<file path="src/rtl/puf_response_sampler.sv">
// Arbiter-PUF response sampler: evaluates each LFSR challenge NSAMP times,
// majority-votes each bit and hands out response, instability mask and challenge.
module puf_response_sampler #(
    parameter int NSAMP      = 5,
    parameter int CLR_CYC    = 2,
    parameter int SETTLE_CYC = 4,
    parameter int N_CHAL     = 16
) (
    input  logic        clk,
    input  logic        clear,
    input  logic        start,
    input  logic [31:0] seed,
    output logic [31:0] puf_C,
    output logic        puf_clr,
    input  logic [31:0] puf_O,
    output logic [31:0] resp,
    output logic [31:0] resp_mask,
    output logic [31:0] resp_chal,
    output logic        resp_valid,
    input  logic        resp_ready,
    output logic        busy,
    output logic        done
);

    localparam int CW = $clog2(NSAMP + 1);
    localparam logic [CW-1:0] CNT_ALL  = CW'(NSAMP);
    localparam logic [CW-1:0] CNT_HALF = CW'(NSAMP / 2);
    localparam logic [15:0]   TMR_CLR  = 16'(CLR_CYC - 1);
    localparam logic [15:0]   TMR_SET  = 16'(SETTLE_CYC - 1);
    localparam logic [3:0]    LAST_SMP = 4'(NSAMP - 1);
    localparam logic [15:0]   LAST_CHL = 16'(N_CHAL - 1);

    typedef enum logic [2:0] {
        S_IDLE,
        S_ARM,
        S_SETTLE,
        S_SAMPLE,
        S_DONE_WAIT
    } state_t;

    state_t          state_q, state_d;
    logic [15:0]     tmr_q, tmr_d;
    logic [3:0]      sample_idx_q, sample_idx_d;
    logic [15:0]     chal_idx_q, chal_idx_d;
    logic [31:0]     puf_c_q, puf_c_d;
    logic [CW-1:0]   cnt_q [32];
    logic [CW-1:0]   cnt_d [32];
    logic [31:0]     resp_q, resp_d;
    logic [31:0]     mask_q, mask_d;
    logic [31:0]     chal_q, chal_d;
    logic            valid_q, valid_d;
    logic            done_q, done_d;

    function automatic logic [31:0] lfsr_step(input logic [31:0] c);
        return {c[30:0], c[31] ^ c[21] ^ c[1] ^ c[0]};
    endfunction

    always_comb begin
        state_d      = state_q;
        tmr_d        = tmr_q;
        sample_idx_d = sample_idx_q;
        chal_idx_d   = chal_idx_q;
        puf_c_d      = puf_c_q;
        cnt_d        = cnt_q;
        resp_d       = resp_q;
        mask_d       = mask_q;
        chal_d       = chal_q;
        valid_d      = valid_q;
        done_d       = 1'b0;

        case (state_q)
            S_IDLE: begin
                if (start) begin
                    puf_c_d      = (seed == 32'h0) ? 32'h0000_0001 : seed;
                    sample_idx_d = '0;
                    chal_idx_d   = '0;
                    for (int i = 0; i < 32; i++) cnt_d[i] = '0;
                    tmr_d        = TMR_CLR;
                    state_d      = S_ARM;
                end
            end
            S_ARM: begin
                if (tmr_q == 16'h0) begin
                    tmr_d   = TMR_SET;
                    state_d = S_SETTLE;
                end else begin
                    tmr_d = tmr_q - 16'h1;
                end
            end
            S_SETTLE: begin
                if (tmr_q == 16'h0) begin
                    state_d = S_SAMPLE;
                end else begin
                    tmr_d = tmr_q - 16'h1;
                end
            end
            S_SAMPLE: begin
                for (int i = 0; i < 32; i++) cnt_d[i] = cnt_q[i] + CW'(puf_O[i]);
                if (sample_idx_q == LAST_SMP) begin
                    // Vote on the counts that already include this final sample.
                    for (int i = 0; i < 32; i++) begin
                        resp_d[i] = (cnt_d[i] > CNT_HALF);
                        mask_d[i] = (cnt_d[i] != '0) && (cnt_d[i] != CNT_ALL);
                    end
                    chal_d  = puf_c_q;
                    valid_d = 1'b1;
                    state_d = S_DONE_WAIT;
                end else begin
                    sample_idx_d = sample_idx_q + 4'h1;
                    tmr_d        = TMR_CLR;
                    state_d      = S_ARM;
                end
            end
            S_DONE_WAIT: begin
                if (valid_q && resp_ready) begin
                    valid_d = 1'b0;
                    if (chal_idx_q == LAST_CHL) begin
                        done_d  = 1'b1;
                        state_d = S_IDLE;
                    end else begin
                        chal_idx_d   = chal_idx_q + 16'h1;
                        puf_c_d      = lfsr_step(puf_c_q);
                        sample_idx_d = '0;
                        for (int i = 0; i < 32; i++) cnt_d[i] = '0;
                        tmr_d        = TMR_CLR;
                        state_d      = S_ARM;
                    end
                end
            end
            default: state_d = S_IDLE;
        endcase
    end

    always_ff @(posedge clk or posedge clear) begin
        if (clear) begin
            state_q      <= S_IDLE;
            tmr_q        <= '0;
            sample_idx_q <= '0;
            chal_idx_q   <= '0;
            puf_c_q      <= '0;
            for (int i = 0; i < 32; i++) cnt_q[i] <= '0;
            resp_q       <= '0;
            mask_q       <= '0;
            chal_q       <= '0;
            valid_q      <= 1'b0;
            done_q       <= 1'b0;
        end else begin
            state_q      <= state_d;
            tmr_q        <= tmr_d;
            sample_idx_q <= sample_idx_d;
            chal_idx_q   <= chal_idx_d;
            puf_c_q      <= puf_c_d;
            cnt_q        <= cnt_d;
            resp_q       <= resp_d;
            mask_q       <= mask_d;
            chal_q       <= chal_d;
            valid_q      <= valid_d;
            done_q       <= done_d;
        end
    end

    assign puf_C      = puf_c_q;
    assign puf_clr    = !((state_q == S_SETTLE) || (state_q == S_SAMPLE));
    assign resp       = resp_q;
    assign resp_mask  = mask_q;
    assign resp_chal  = chal_q;
    assign resp_valid = valid_q;
    assign busy       = (state_q != S_IDLE);
    assign done       = done_q;

endmodule
</file>
<file path="config.mk">
export PLATFORM = sky130hd
export DESIGN_NAME = puf_response_sampler
export DESIGN_NICKNAME = d
export VERILOG_FILES = /design/src/rtl/puf_response_sampler.sv
export SDC_FILE = /design/constraint.sdc
export NUM_CORES = 1
export LEC_CHECK = 0
export ABC_CLOCK_PERIOD_IN_PS = 13000
export BUFFER_PORTS_ARGS = -buffer_cell sky130_fd_sc_hd__buf_2
export CORE_ASPECT_RATIO = 2
export CORE_MARGIN = 5
export CORE_UTILIZATION = 50
export DETAILED_ROUTE_END_ITERATION = 16
export PLACE_DENSITY_LB_ADDON = 0.05
export SKIP_LAST_GASP = 1
export SYNTH_ARGS = -nofsm -noshare
export SYNTH_HDL_FRONTEND = slang
export SYNTH_SLANG_ARGS = --single-unit
</file>
<file path="constraint.sdc">
create_clock -name clk -period 13 [get_ports clk]
set_clock_uncertainty 0.1 [all_clocks]
set_input_delay 0.65 -clock clk [delete_from_list [all_inputs] [get_ports clk]]
set_output_delay 0.65 -clock clk [all_outputs]
set_load 0.005 [all_outputs]
</file>
==> impl_metrics.tcl <==
set metrics [dict create \
    worstReg2RegStart "state_q[2]$_DFFE_PP0P_" \
    grtUsageMet3_pct 3.42 \
    coreArea_um2 25000 \
    drcViolationCount 0 \
    power.static_leakage_nw 6.59 \
    reg2reg_depth 7 \
    cts_tree "done" \
    cts_root_buffer "clkbuf_16" \
    ctsResizeCount 0 \
    synth-edff-count 0 \
    synth-seq-cells 265 \
    final_nets 1550 \
    viasPerCell 5.60 \
    maxCapViolCount 0 \
    synth_area_leader_cell "dfrtp_1" \
    seq_power_share_pct 43.4 \
    hp-class "input pin to asynchronous set/reset pin" \
    num_io_pins 200 \
    period_minus_slack_ns 3.58 \
    worstMarginPinSlew_ns 1.05 \
    power.share.switching_pct 33.6 \
    synth_cells 1245 \
    grt_max_degree 140 \
    syn_nets 1382 \
    drive_gt1_share_pct 20.8 \
    cp-start-kind "flip-flop" \
    ir_drop_mv 0.126 \
    fin_crit_sh_pct 27.6 \
    clkPwrFrac_pct 27.2 \
    power_density_nw_per_um2 188 \
    ff2ff_setup_slack_ns 9.42 \
    status "finished, final reports clean" \
    cp-end-kind "flip-flop" \
    setup_viol 0 \
    clockBufferDepth 3 \
    cp_data_arrival_time_ns 3.88 \
    gp_congestion 0.781 \
    portBuffers 199 \
    fillers 2222 \
    pwr-share-comb_pct 29.4 \
    grt_overflow_total 0 \
    area_delta_synth_final_pct 16.4 \
    cts_buffers 24 \
    antenna_cells 0 \
    final_area_um2 14700 \
    async_reset_ff_share_pct 100 \
    cts_max_level 1 \
    max_freq_ghz 0.279 \
    grt-busiest-layer "met2" \
    synth_area_per_cell_um2 10.2 \
    fp.dieW_um 123 \
    antenna_found_initial 2 \
    multi_input_area_um2 5740 \
    p_int_mw 1.84 \
    grt_use_met1_pct 25.4 \
    start_util_pct 50.6 \
    ys_seq_area_share_pct 52.4 \
    critPathMaxFanout 98 \
    grt_pass1_wl_um 50600 \
    grt_pass1_vias 9897 \
    clk_latency_ns 0.54 \
    ys_types 59 \
    rsz0062_at_grt "no" \
    totalWireLength_um 30600 \
    cts_sinks 265 \
    crit_required_ns 13.30 \
    cts_hold_repair.buffers 0 \
    num_vias 9884 \
    synth_top_area_share_pct 52.4 \
    drtPass1Iterations 5 \
    hpwl_um 20700 \
    drv_slew 0 \
    synthFlopType "dfrtp_1" \
    fin_util_pct 58.9 \
    rows 82 \
    fin_tns_setup_ns 0 \
    yosysWarnings 0 \
    grtUsageMet2_pct 38.3 \
    hold_violations 0 \
    dp_slack_ns 9.41 \
    worstSetupPathType "flip-flop to flip-flop" \
    first_iter_violations 506 \
    postRouteAntennaNets 0 \
    p_total_mw 2.77 \
    wl_per_cell_um 17.3 \
    synthTopCellsByArea "dfrtp_1, ha_1, nor2_1" \
    switchingPower_mw 0.931 \
    rr_endpoint "cnt_q[77]$_DFFE_PP0P_" \
    path_clk_slew_ns 0.07 \
    setup_slack_ns 9.42 \
    dieArea_um2 28800 \
    cts_setup_buffers 0 \
    die_y_um 235 \
    placed_cell_area_um2 13900 \
    timing.max_slew.rel_slack_pct 30.0 \
    syn-cell-area_um2 12700 \
    register_area_um2 6630 \
    grt_usage_pct 21.3 \
]
stage by stage:
step / cells / hold slack, ns
after global routing: 1766 / 0.264
after detailed placement: 1723 / 0.382
after CTS: 1766 / 0.246
final: 1766 / 0.163
after global placement: 1723 / 0.375
after floorplan: 1245 / 0.356
power by group through the flow:
stage / Sequential (mW) / Combinational [mW] / Clock, mW
floorplan: 1.19 / 0.535 / 0
global placement: 1.21 / 0.812 / 0
detailed placement: 1.22 / 0.830 / 0
CTS: 1.20 / 0.832 / 0.778
global route: 1.23 / 0.922 / 0.806
finish: 1.20 / 0.813 / 0.754
placed cells by master, fill, tap and decap left out, types with 8 or more instances in the layout:
master | synthesis | layout
xnor2_1 | 65 | 65
a31oi_1 | 67 | 67
nand2_1 | 149 | 149
buf_2 | 9 | 199
nor2_1 | 178 | 176
a21oi_1 | 55 | 55
o31ai_1 | 17 | 17
nand3_1 | 14 | 14
mux2_2 | 32 | 32
dfrtp_1 | 265 | 265
clkbuf_16 | 0 | 24
ha_1 | 69 | 69
nor4_1 | 14 | 14
or4_1 | 14 | 14
o21ai_0 | 84 | 84
buf_4 | 1 | 12
a22o_1 | 65 | 65
nand4_1 | 8 | 8
cells by family after synthesis:
kind of cell / count (synthesis) / share of synthesized area (%)
and+or+nand+nor: 421 / 14.6
AOI/OAI and AO/OA: 314 / 16.1
DFF: 265 / 52.4
buffers and inverters: 76 / 2.55
adders and majority gates: 69 / 6.82
xor gates and xnor gates: 67 / 4.64
muxes: 33 / 2.93
worst max-delay path, cell delays in order, from the launching register on:
cell and delay, ns:
dfrtp_1 0.55, inv_1 0.45, and3_4 0.44, buf_4 0.72, o221ai_4 0.19, buf_4 0.40
o21ai_0 0.30, o21ai_0 0.13
final cells by class:
type	instances	share of cell area [%]
Multi-Input combinational cell	904	38.9
Sequential cell	265	45.0
Clock inverter	8	0.857
Tap cell	336	2.85
Clock buffer	35	4.76
Timing Repair Buffer	211	7.37
Inverter	7	0.229
synthesized netlist by cell type (all sizes together), types with 2 or more instances:
| cell type | count |
|---|---|
| inv | 7 |
| a31oi | 68 |
| a21oi | 55 |
| xnor2 | 65 |
| buf | 15 |
| nand2b | 4 |
| and4 | 2 |
| a22o | 65 |
| o41ai | 4 |
| o21a | 4 |
| nand2 | 149 |
| ha | 69 |
| nand4 | 8 |
| nor2 | 179 |
| or4 | 16 |
| nand3 | 14 |
| and2 | 4 |
| xor2 | 2 |
| nor4 | 14 |
| o31ai | 17 |
| o32ai | 2 |
| nand3b | 3 |
| dfrtp | 265 |
| clkbuf | 54 |
| o21ai | 89 |
| or3 | 7 |
| a21o | 2 |
| a211oi | 2 |
| nor3 | 6 |
| mux2 | 32 |
| and3 | 6 |
| or4b | 2 |
how the worst max path moves through the flow:
stage	from	to	slack, ns	depth (start not counted)
6_report	state_q[2]$_DFFE_PP0P_	cnt_q[77]$_DFFE_PP0P_	9.42	7
5_1_grt	state_q[2]$_DFFE_PP0P_	cnt_q[35]$_DFFE_PP0P_	9.10	7
4_1_cts	state_q[2]$_DFFE_PP0P_	cnt_q[68]$_DFFE_PP0P_	9.41	7
3_5_place_dp	state_q[2]$_DFFE_PP0P_	cnt_q[35]$_DFFE_PP0P_	9.41	7
3_3_place_gp	state_q[2]$_DFFE_PP0P_	cnt_q[41]$_DFFE_PP0P_	9.50	7
2_1_floorplan	clear	chal_idx_q[0]$_DFFE_PP0P_	4.95	1
routing by layer:
| metal | up-vias | routed length, µm |
|---|---|---|
| met2 | 216 | 16200 |
| met5 | - | 7 |
| met1 | 4810 | 12000 |
| li1 | 4796 | - |
| met3 | 60 | 1430 |
| met4 | 2 | 928 |
flip-flops by register name, indices dropped and copies added, names as in the netlist:
signal        cells
puf_C            32
resp_chal        32
resp_valid        1
state_q           3
cnt_q            96
resp_mask        32
tmr_q            16
chal_idx_q       16
resp             32
sample_idx_q      4
done              1
Note: power is estimated with default switching activity, not from simulation.
